===== src/rtl/alu_pkg.sv =====
`default_nettype none
// ============================================================================
// alu_pkg : shared ALU constants and the multiplier control-state encoding.
// Revision: 1.0
// ============================================================================
package alu_pkg;

  localparam int MUL_ITER = 32;
  localparam int CNT_W    = 6;

  typedef enum logic [1:0] {
    IDLE = 2'd0,
    CALC = 2'd1,
    DONE = 2'd2
  } mul_state_e;

endpackage
`default_nettype wire


===== src/rtl/adder_32b.sv =====
`default_nettype none
// ============================================================================
// adder_32b : 32-bit combinational adder with carry-out and signed overflow.
// Revision: 1.0
// ============================================================================
module adder_32b (
  input  logic [31:0] i0,
  input  logic [31:0] i1,
  input  logic        cin,
  output logic        cout,
  output logic [31:0] sum,
  output logic        ovflw
);

  assign {cout, sum} = {1'b0, i0} + {1'b0, i1} + {32'b0, cin};
  // Signed overflow: like-signed operands producing an opposite-signed sum.
  assign ovflw = (i0[31] == i1[31]) && (sum[31] != i0[31]);

endmodule
`default_nettype wire


===== src/rtl/seq_multiplier_32b.sv =====
`default_nettype none
// ============================================================================
// seq_multiplier_32b : unsigned 32x32->64 shift-and-add multiplier, one
// multiplier bit per clock, start/busy/done handshake.
// Revision: 1.0
// ============================================================================
module seq_multiplier_32b
  import alu_pkg::*;
(
  input  logic        clk,
  input  logic        rst_n,
  input  logic        start,
  input  logic [31:0] multiplicand,
  input  logic [31:0] multiplier,
  output logic        busy,
  output logic        done,
  output logic [63:0] product
);

  mul_state_e       state_q, state_d;
  logic [31:0]      mcand_q, mcand_d;
  logic [63:0]      acc_q,   acc_d;
  logic [CNT_W-1:0] cnt_q,   cnt_d;

  logic [31:0] add_i1;
  logic [31:0] add_sum;
  logic        add_cout;
  logic        unused_ovflw;

  // A zero addend leaves the upper half unchanged with cout=0.
  assign add_i1 = acc_q[0] ? mcand_q : 32'd0;

  adder_32b u_adder (
    .i0    (acc_q[63:32]),
    .i1    (add_i1),
    .cin   (1'b0),
    .cout  (add_cout),
    .sum   (add_sum),
    .ovflw (unused_ovflw)
  );

  always_ff @(posedge clk or negedge rst_n) begin
    if (!rst_n) begin
      state_q <= IDLE;
      mcand_q <= 32'd0;
      acc_q   <= 64'd0;
      cnt_q   <= '0;
    end else begin
      state_q <= state_d;
      mcand_q <= mcand_d;
      acc_q   <= acc_d;
      cnt_q   <= cnt_d;
    end
  end

  always_comb begin
    state_d = state_q;
    mcand_d = mcand_q;
    acc_d   = acc_q;
    cnt_d   = cnt_q;
    unique case (state_q)
      IDLE, DONE: begin
        if (start) begin
          state_d = CALC;
          mcand_d = multiplicand;
          acc_d   = {32'd0, multiplier};
          cnt_d   = '0;
        end else begin
          state_d = IDLE;
        end
      end
      CALC: begin
        // 65-bit logical right shift of {cout, sum, acc[31:0]}.
        acc_d = {add_cout, add_sum, acc_q[31:1]};
        cnt_d = cnt_q + CNT_W'(1);
        if (cnt_q == CNT_W'(MUL_ITER - 1)) begin
          state_d = DONE;
        end
      end
      default: begin
        state_d = IDLE;
      end
    endcase
  end

  assign busy    = (state_q == CALC);
  assign done    = (state_q == DONE);
  assign product = acc_q;

endmodule
`default_nettype wire


===== config.mk =====
export PLATFORM = sky130hd
export DESIGN_NAME = seq_multiplier_32b
export DESIGN_NICKNAME = d
export VERILOG_FILES = /design/src/rtl/alu_pkg.sv /design/src/rtl/adder_32b.sv /design/src/rtl/seq_multiplier_32b.sv
export SDC_FILE = /design/constraint.sdc
export NUM_CORES = 1
export LEC_CHECK = 0
export BUFFER_PORTS_ARGS = -buffer_cell sky130_fd_sc_hd__buf_2
export CAP_MARGIN = 40
export CORE_AREA = 2 2 144 146
export CTS_CLUSTER_DIAMETER = 120
export CTS_CLUSTER_SIZE = 30
export DETAILED_ROUTE_END_ITERATION = 12
export DIE_AREA = 0 0 146 148
export GPL_TIMING_DRIVEN = 0
export SETUP_SLACK_MARGIN = 0.5
export SLEW_MARGIN = 10
export SYNTH_ARGS = -nofsm -noshare
export SYNTH_HDL_FRONTEND = slang
export SYNTH_SLANG_ARGS = --single-unit

===== constraint.sdc =====
create_clock -name clk -period 3 [get_ports clk]
set_clock_uncertainty 0.05 [all_clocks]
set_input_delay 0.3 -clock clk [delete_from_list [all_inputs] [get_ports clk]]
set_output_delay 0.3 -clock clk [all_outputs]
set_load 0.01 [all_outputs]

==> results of run 1 <==
==> registers in the layout (all words and copies together), names as in the netlist <==
| register | flops |
|---|---|
| state_q | 2 |
| cnt_q | 6 |
| mcand_q | 32 |
| product | 64 |
==> layer usage <==
| metal | vias up | track usage | share of wire |
|---|---|---|---|
| met2 | 142 | 0.2616 | 0.47 |
| met5 | - | 0 | 0.00077 |
| li1 | 2685 | - | - |
| met3 | 17 | 0.04167 | 0.058 |
| met1 | 2531 | 0.2143 | 0.46 |
| met4 | 2 | 0.03641 | 0.011 |
==> final cells by class <==
cell class              count  area (µm²)  area share
plain buffers              33       171.4     0.02195
clock buffers              11       252.7     0.03236
clock inverters             5       62.56    0.008010
inverters                  13       48.80    0.006248
multi-input cells         533        3460      0.4430
flip-flops and latches    104        2604      0.3334
well taps                 270       337.8     0.04326
repair buffers            156       873.3      0.1118
==> cells in the final DEF, fill, tap and decap left out, drive strengths merged, types with 33 or more instances in the layout <==
| cell type | n |
|---|---|
| nand2 | 211 |
| buf | 162 |
| dfrtp | 104 |
| o21ai | 50 |
| clkbuf | 37 |
| and2 | 34 |
| a22oi | 33 |
| a21oi | 33 |
| ha | 33 |
==> cells in the mapped netlist (2+ instances only) <==
cell type | count | area, µm²
nor3b_1 | 2 | 15.01
a22o_1 | 3 | 26.28
xnor2_1 | 9 | 78.83
o22ai_1 | 3 | 18.77
o211ai_2 | 2 | 25.02
xor2_1 | 15 | 131.4
nor2_1 | 14 | 52.55
a41oi_1 | 2 | 17.52
a21oi_1 | 31 | 155.2
nand2_1 | 211 | 792.0
nand2b_1 | 6 | 37.54
a21oi_2 | 2 | 17.52
and2_1 | 33 | 206.5
buf_2 | 2 | 10.01
o21ai_1 | 7 | 35.03
a31oi_1 | 2 | 12.51
a211oi_1 | 4 | 30.03
o211ai_1 | 6 | 45.04
and3_1 | 2 | 12.51
nor3_2 | 2 | 20.02
nand3b_1 | 2 | 15.01
ha_1 | 33 | 412.9
nand3_1 | 14 | 70.07
nor3_1 | 7 | 35.03
a22oi_1 | 33 | 247.7
dfrtp_1 | 104 | 2603
o21ai_0 | 41 | 205.2
nor2b_1 | 6 | 37.54
o21ai_2 | 2 | 17.52
nand4_1 | 5 | 31.28
buf_1 | 2 | 7.510
clkbuf_1 | 26 | 97.59
inv_1 | 12 | 45.04
a21o_1 | 13 | 97.59
a32o_1 | 2 | 20.02
==> worst min path at each step <==
stage,slack [ns],depth (start not counted),start,end
after floorplan,-0.05,0,rst_n,cnt_q[0]$_DFFE_PN0P_
after global placement,0.40,2,mcand_q[31]$_DFFE_PN0P_,mcand_q[31]$_DFFE_PN0P_
after detailed placement,0.16,1,rst_n,mcand_q[14]$_DFFE_PN0P_
after CTS,0.07,3,multiplicand[23],mcand_q[23]$_DFFE_PN0P_
after global routing,0.07,3,multiplicand[23],mcand_q[23]$_DFFE_PN0P_
final,0.08,3,multiplicand[6],mcand_q[6]$_DFFE_PN0P_
==> through the flow <==
stage | utilization | hold WS [ns]
2_1_floorplan | - | -0.04559
3_3_place_gp | 0.3465 | 0.4024
3_5_place_dp | 0.3488 | 0.1561
4_1_cts | 0.3804 | 0.07207
5_1_grt | 0.3897 | 0.07155
6_report | 0.3897 | 0.07900
==> cells by family (layout without fill, tap and decap cells) <==
family | after synthesis | after routing | synth area share
adders and majority gates | 34 | 34 | 0.07314
buffers and inverters | 46 | 218 | 0.03382
AOI/OAI and AO/OA | 165 | 165 | 0.1850
DFF | 104 | 104 | 0.4397
and+or+nand+nor | 309 | 309 | 0.2312
xor gates and xnor gates | 24 | 24 | 0.03551
muxes | 1 | 1 | 0.001691
==> what timing repair did <==
item,4_1_cts,5_1_grt
hold endpoints to repair,29,0
setup endpoints to repair,23,44
pin swaps,21,23
resized for setup,47,30
hold buffers,1,0
buffers inserted,12,9
==> power by group through the flow <==
stage / Combinational (mW) / Clock (mW) / Sequential, mW
6_report: 4.25 / 1.26 / 2.50
5_1_grt: 4.78 / 1.35 / 2.59
4_1_cts: 4.05 / 1.29 / 2.49
3_5_place_dp: 3.72 / 0 / 2.47
3_3_place_gp: 3.65 / 0 / 2.48
2_1_floorplan: 2.43 / 0 / 2.58
==> worst register-to-register path, stage by stage (launching register included) <==
cell	delay [ns]
dfrtp_2	0.47
and2_4	0.18
ha_4	0.13
inv_2	0.04
fa_2	0.39
nor2b_2	0.15
o2111ai_2	0.17
a21oi_4	0.23
o21ai_4	0.10
a21oi_2	0.21
o211ai_2	0.15
a21o_1	0.19
a32o_1	0.24
==> metrics.md, run 1 <==
| Metric | Value |
|---|---|
| Final setup viols | 0 |
| P&R area growth vs syn | 31.94% |
| Drt pass-1 iters | 4 |
| Netlist cell types | 58 |
| Syn Area/Cell | between 8 and 9 µm² |
| FF-to-FF path depth | 12 |
| EDFF count, synth | 0 |
| Total Nets Final | between 900 and 1000 |
| WP depth | 12 |
| Setup crit start | product[0]$_DFFE_PN0P_ |
| Seq pwr share | 0.312 |
| Iteration-0 DRC Markers | about 200 |
| Largest net degree at the start of global routing | 76 |
| Seq/Total Area, Yosys | 0.4397 |
| FP Rows | 52 |
| Worst Tran Pin Value | ~0.65 ns |
| Comb power frac | 0.531 |
| Seq cells post-synth | around 100 |
| DRC violations left | 0 |
| Hold crit path type | in2reg |
| GRT Util Overall | 0.1601 |
| Period utilization | 0.9333 |
| Clock share of power | 0.157 |
| Routability cong. | 0.8433 |
| Top_reg_cell synth | dfrtp_1 |
| Largest delay share family, worst path | compound AO/OA/AOI/OAI gates |
| Port Buffers | about 130 |
| Fmax | 357.2 MHz |
| Leak pwr | roughly 3.7 nW |
| Clock latency at the later pin of the worst-skew pair | about 0.35 ns |
| Initial antenna violation count | 1 |
| Layout cells sized above 1 | 0.2912 |
| CP bufs+invs | 1 |
| Design area | ~0.0078 mm² |
| Setup WS pre-CTS | -0.09811 ns |
| Area of placed instances | ~0.007 mm² |
| Worst slew margin | 0.5672 |
| First-pass GRT wire length | approximately 28000 µm |
| Net Sw Frac | 0.4237 |
| Dpl cells | 1087 |
| Critical path startpoint category | flop |
| Clk root buf | clkbuf_16 |
| Vias in the first global route | about 5400 |
| Detailed Place HPWL | around 12000 µm |
| Clk slew on worst S/H paths | 0.07 ns |
| Pint | around 4.6 mW |
| Hold Fails Final Rpt | 0 |
| Num CTS Buffers | 9 |
| Worst r2r dst | product[59]$_DFFE_PN0P_ |
| YS warnings | 0 |
| MaxCap Viol Count | 0 |
| CP max stage delay | around 0.47 ns |
| Final worst setup slack | 0.2002 ns |
| Mapped Cells | 683 |
| Via density | 4.780 |
| Worst-case vdd ir drop | about 0.00039 V |
| Slowest cell on crit path | dfrtp_2 |
| # diodes | 0 |
| GRT overflow | 0 |
| Req. time, crit path | about 3.2 ns |
| Max Buffers Root-to-Sink | 2 |
| CP endpoint | product[59]$_DFFE_PN0P_ |
| RSZ-0062 raised after global routing | true |
| Total power | approximately 8.0 mW |
| Finished Layout Cells | around 1100 |
| Max-slew violations | 0 |
| Reg-to-reg slack, setup | around 0.2 ns |
| Final ANT Viol Nets | 0 |
| Crit Path Max Fanout | 6 |
| Drt total wl | between 15000 and 20000 µm |
| Cell Area, Synth | 0.005919 mm² |
| WP data arrival | ~3 ns |
| Pwr Density | 1026 mW/mm² |
| Syn Nets | 784 |
| Final min period | between 2 and 3 ns |
| Via count | 5377 |
| Die Ht | 148 µm |
| Core Box Area | approximately 0.020 mm² |
| # clock sinks | between 100 and 150 |
| Fillcell total | around 2100 |
| CTS tree | built |
| Setup TNS | 0 ns |
| Psw | 3.396 mW |
| Initial Util | 0.2954 |
| Fraction of registers with async set or reset after synthesis | 1.000 |
| CTS HTree Levels | 3 |
| DR WL/cell | 15.08 µm |
| Critical Path End Type | flop |
| Die area | ~0.022 mm² |
| Crit Path Category | reg2reg |
| I/O Pins | 133 |
| CP Cell Sequence | and2_4, ha_4, inv_2, fa_2, nor2b_2, o2111ai_2, a21oi_4, o21ai_4, a21oi_2, o211ai_2, a21o_1, a32o_1 |
| R2R Path Start | product[0]$_DFFE_PN0P_ |
| Chip width | between 100 and 150 µm |
| Outcome | completed |
(Power assumes the default switching activity.)
==> run 2: changes to the inputs <==
- ABC_AREA: unset -> 1
- CORE_AREA: 2 2 144 146 -> 2 2 154 156
- DIE_AREA: 0 0 146 148 -> 0 0 156 158
==> run 2 against run 1 <==
  * Power down 22%
  * Die area up 14%
  * Synthesized cell count up 54%
  * Clock power down 9.5%
  * Global-route usage up 0.88 points
  * Via count up 24%
  * Synthesized area up 15%
  * Cell area up 7.3%
  * Register-to-register slack better by 0.42 ns
==> metrics.md, run 2 <==
| Metric | Value |
|---|---|
| Seq. cell area | 0.002603 mm² (was 0.002604 mm²) |
| WP data arrival | 2.63 ns (was 3.00 ns) |
| Largest cells by area after synthesis | dfrtp_1, nand2_1, inv_1 (was dfrtp_1, nand2_1, ha_1) |
| Most frequent cells in the layout | nand2_1, inv_1, buf_2 (was nand2_1, buf_2, dfrtp_1) |
| DR WL/cell | 13.57 µm (was 15.08 µm) |
| Seq/Total Area, Yosys | 0.3840 (was 0.4397) |
| Pint | 3.497 mW (was 4.618 mW) |
| First-pass GRT wire length | 32860 µm (was 27990 µm) |
| Mapped Cells | 1049 (was 683) |
| Worst Hold End | mcand_q[5]$_DFFE_PN0P_ (was mcand_q[6]$_DFFE_PN0P_) |
| Final min period | 2.382 ns (was 2.800 ns) |
| Leading area contributor after synthesis | dfrtp_1 (unchanged) |
| Max-slew violations | 0 (unchanged) |
| Req. time, crit path | 3.25 ns (was 3.20 ns) |
| Worst Tran Pin Value | 0.6381 ns (was 0.6491 ns) |
| Chip width | 156 µm (was 146 µm) |
| Final setup viols | 0 (unchanged) |
| Leak pwr | 4.967 nW (was 3.699 nW) |
| Clk root buf | clkbuf_16 (unchanged) |
| CTS tree | built (unchanged) |
| # diodes | 0 (unchanged) |
| Fillcell total | 2491 (was 2090) |
| Psw | 2.770 mW (was 3.396 mW) |
| Crit Path Category | reg2reg (unchanged) |
| YS warnings | 0 (unchanged) |
| Layout cells sized above 1 | 0.1947 (was 0.2912) |
| Die area | 0.02465 mm² (was 0.02161 mm²) |
| HP Start | multiplicand[5] (was multiplicand[6]) |
| Clock share of power | 0.182 (was 0.157) |
| Comb power frac | 0.478 (was 0.531) |
| Critical Path End Type | flop (unchanged) |
| Via count | 6644 (was 5377) |
| Total Nets Final | 1299 (was 951) |
| Count leader, synth | nand2_1 (unchanged) |
| Post-synth top cells | nand2_1, inv_1, dfrtp_1, nand3_1, nor2_1 (was nand2_1, dfrtp_1, o21ai_0) |
| Net Sw Frac | 0.4420 (was 0.4237) |
| Iteration-0 DRC Markers | 421 (was 197) |
| Worst r2r dst | product[63]$_DFFE_PN0P_ (was product[59]$_DFFE_PN0P_) |
| Top_reg_cell synth | dfrtp_1 (unchanged) |
| Setup crit start | product[0]$_DFFE_PN0P_ (unchanged) |
| Seq cells post-synth | 104 (unchanged) |
| GRT overflow | 0 (unchanged) |
| GRT Util Overall | 0.1689 (was 0.1601) |
| Final ANT Viol Nets | 0 (unchanged) |
| Multi-input logic area | 0.003646 mm² (was 0.003460 mm²) |
| CP bufs+invs | 5 (was 1) |
| Worst-case vdd ir drop | 0.0002912 V (was 0.0003930 V) |
| R2R Path Start | product[0]$_DFFE_PN0P_ (unchanged) |
| Port Buffers | 132 (unchanged) |
| Netlist cell types | 33 (was 58) |
| Pwr Density | 747.9 mW/mm² (was 1026 mW/mm²) |
| Clk slew on worst S/H paths | 0.08 ns (was 0.07 ns) |
| Max Buffers Root-to-Sink | 2 (unchanged) |
| Most common cell after layout, fill and taps aside | nand2_1 (unchanged) |
| Outcome | completed (unchanged) |
| CP max stage delay | 0.41 ns (was 0.47 ns) |
| FF-to-FF path depth | 18 (was 12) |
| FP Rows | 56 (was 52) |
| Period utilization | 0.7942 (was 0.9333) |
| Crit Path Max Fanout | 7 (was 6) |
| Setup TNS | 0 ns (unchanged) |
| Num CTS Buffers | 9 (unchanged) |
| Reg-to-reg slack, setup | 0.62 ns (was 0.20 ns) |
| Max reg flops | 64 (unchanged) |
| DRC violations left | 0 (unchanged) |
| Seq pwr share | 0.341 (was 0.312) |
| Hold Fails Final Rpt | 0 (unchanged) |
| RSZ-0062 raised after global routing | true (unchanged) |
| Fmax | 419.7 MHz (was 357.2 MHz) |
| Core Box Area | 0.02305 mm² (was 0.02004 mm²) |
| Largest net degree at the start of global routing | 71 (was 76) |
| CP Cell Sequence | buf_6, clkbuf_16, nand2_1, inv_2, ha_4, inv_2, fa_2, inv_2, nand3_2, nand3_4, nand2_1, nand2_2, nand3_2, nand2_2, nand2_1, nand2_1, nand2_1, nand2_1 (was and2_4, ha_4, inv_2, fa_2, nor2b_2, o2111ai_2, a21oi_4, o21ai_4, a21oi_2, o211ai_2, a21o_1, a32o_1) |
| Yosys top cell area share | 0.3840 (was 0.4397) |
| MaxCap Viol Count | 0 (unchanged) |
| Hold crit path type | in2reg (unchanged) |
| Syn Area/Cell | 6.461 µm² (was 8.667 µm²) |
| EDFF count, synth | 0 (unchanged) |
| I/O Pins | 133 (unchanged) |
| Syn Nets | 1150 (was 784) |
| Fraction of registers with async set or reset after synthesis | 1.000 (unchanged) |
| Setup WS pre-CTS | -0.1515 ns (was -0.09811 ns) |
| Hold path cells | 3 (unchanged) |
| Worst slew margin | 0.5746 (was 0.5672) |
| Largest delay share family, worst path | simple AND/OR/NAND/NOR gates (was compound AO/OA/AOI/OAI gates) |
| Most frequent CP cell | nand2_1 |
| Drt total wl | 20250 µm (was 16970 µm) |
| Drt pass-1 iters | 5 (was 4) |
| Critical path startpoint category | flop (unchanged) |
| CTS HTree Levels | 3 (unchanged) |
| Die Ht | 158 µm (was 148 µm) |
| Slowest cell on crit path | fa_2 (was dfrtp_2) |
| Total power | 6.268 mW (was 8.014 mW) |
| Detailed Place HPWL | 15930 µm (was 12390 µm) |
| P&R area growth vs syn | 23.65% (was 31.94%) |
| Via density | 4.453 (was 4.780) |
| Initial antenna violation count | 1 (unchanged) |
| Initial Util | 0.2940 (was 0.2954) |
| # clock sinks | 104 (unchanged) |
| Routability cong. | 0.9240 (was 0.8433) |
| Vias in the first global route | 6485 (was 5447) |
| Cell Area, Synth | 0.006778 mm² (was 0.005919 mm²) |
| Clock latency at the later pin of the worst-skew pair | 0.36 ns (was 0.35 ns) |
| Final worst setup slack | 0.6175 ns (was 0.2002 ns) |
==> run 2: cell types whose count changed in the layout (fill, tap and decap cells not counted), sizes merged, moves of 7 or more <==
cell / delta
a21o: -12
a22oi: -33
and2: -34
buf: -11
clkbuf: -13
inv: +144
nand2: +304
nand3: +60
nor2: +46
o211ai: -8
o21ai: -31
xnor2: -7
xor2: -14
==> run 2: kinds of logic (layout without fill, tap and decap cells) <==
logic type / count (synthesis) / after routing / synth area share
AND/OR/NAND/NOR: 663 / 663 / 0.3919
buffers and inverters: 184 / 337 / 0.1076
flip-flops: 104 / 104 / 0.3840
AO/OA/AOI/OAI: 61 / 61 / 0.04874
adder cells (fa/ha/maj): 34 / 34 / 0.06387
XOR/XNOR: 3 / 3 / 0.003877
==> run 2: how the worst max path moves through the flow <==
| stage | slack (ns) | end | depth (start not counted) |
|---|---|---|---|
| after floorplan | 0.55 | product[47]$_DFFE_PN0P_ | 17 |
| after global placement | -0.09 | product[47]$_DFFE_PN0P_ | 17 |
| after detailed placement | -0.15 | product[47]$_DFFE_PN0P_ | 17 |
| after CTS | 0.51 | product[59]$_DFFE_PN0P_ | 17 |
| after global routing | 0.48 | product[57]$_DFFE_PN0P_ | 14 |
| final | 0.62 | product[63]$_DFFE_PN0P_ | 18 |
==> run 2: worst reg2reg max path: cells and delay by family (launching register included) <==
kind | cells | cell delay, ns
buf+inv | 5 | 0.52
simple gates | 11 | 0.84
fa+ha+maj | 2 | 0.54
flops | 1 | 0.37
==> run 2: area by class of cell <==
cell class	count	share of cell area
clock buffer	10	0.02732
sequential	104	0.3105
tap	290	0.04330
clock inverter	5	0.004628
inverter	156	0.06987
multi-input combinational	761	0.4351
buffer	28	0.02120
timing repair buffer	138	0.08809
==> run 2: metrics by stage <==
stage | instances | instance area [µm²] | hold WS (ns) | utilization
after global routing | 1492 | 8381 | 0.07310 | 0.3635
after floorplan | 1049 | 6778 | -0.04559 | -
final | 1492 | 8381 | 0.07372 | 0.3635
after detailed placement | 1472 | 7835 | 0.1706 | 0.3399
after CTS | 1488 | 8162 | 0.06812 | 0.3540
after global placement | 1471 | 7801 | 0.4145 | 0.3384
==> run 2: repair_timing <==
| item | in CTS | in global routing |
|---|---|---|
| pin swaps | 1 | 6 |
| gates cloned | 0 | 1 |
| buffers inserted | 0 | 3 |
| endpoints found under the setup margin | 28 | 20 |
| gates resized for setup | 14 | 49 |
| hold buffers | 1 | 0 |
| endpoints found under the hold margin | 34 | 0 |
==> run 2: routing by layer <==
| metal | track usage | part of all wire | wire, µm | vias up |
|---|---|---|---|---|
| met2 | 0.2769 | 0.46 | 9296 | 160 |
| met5 | 0 | 0 | 0 | - |
| li1 | - | - | - | 3480 |
| met3 | 0.04325 | 0.066 | 1339 | 25 |
| met1 | 0.2169 | 0.45 | 9119 | 2979 |
| met4 | 0.05810 | 0.024 | 493 | 0 |
==> run 2: power by group through the flow <==
stage	clock network (mW)	registers, mW	logic [mW]
after CTS	1.17	2.12	2.84
after global placement	0	2.14	2.77
after floorplan	0	2.22	1.73
after global routing	1.24	2.20	3.40
final	1.14	2.13	2.99
after detailed placement	0	2.14	2.80
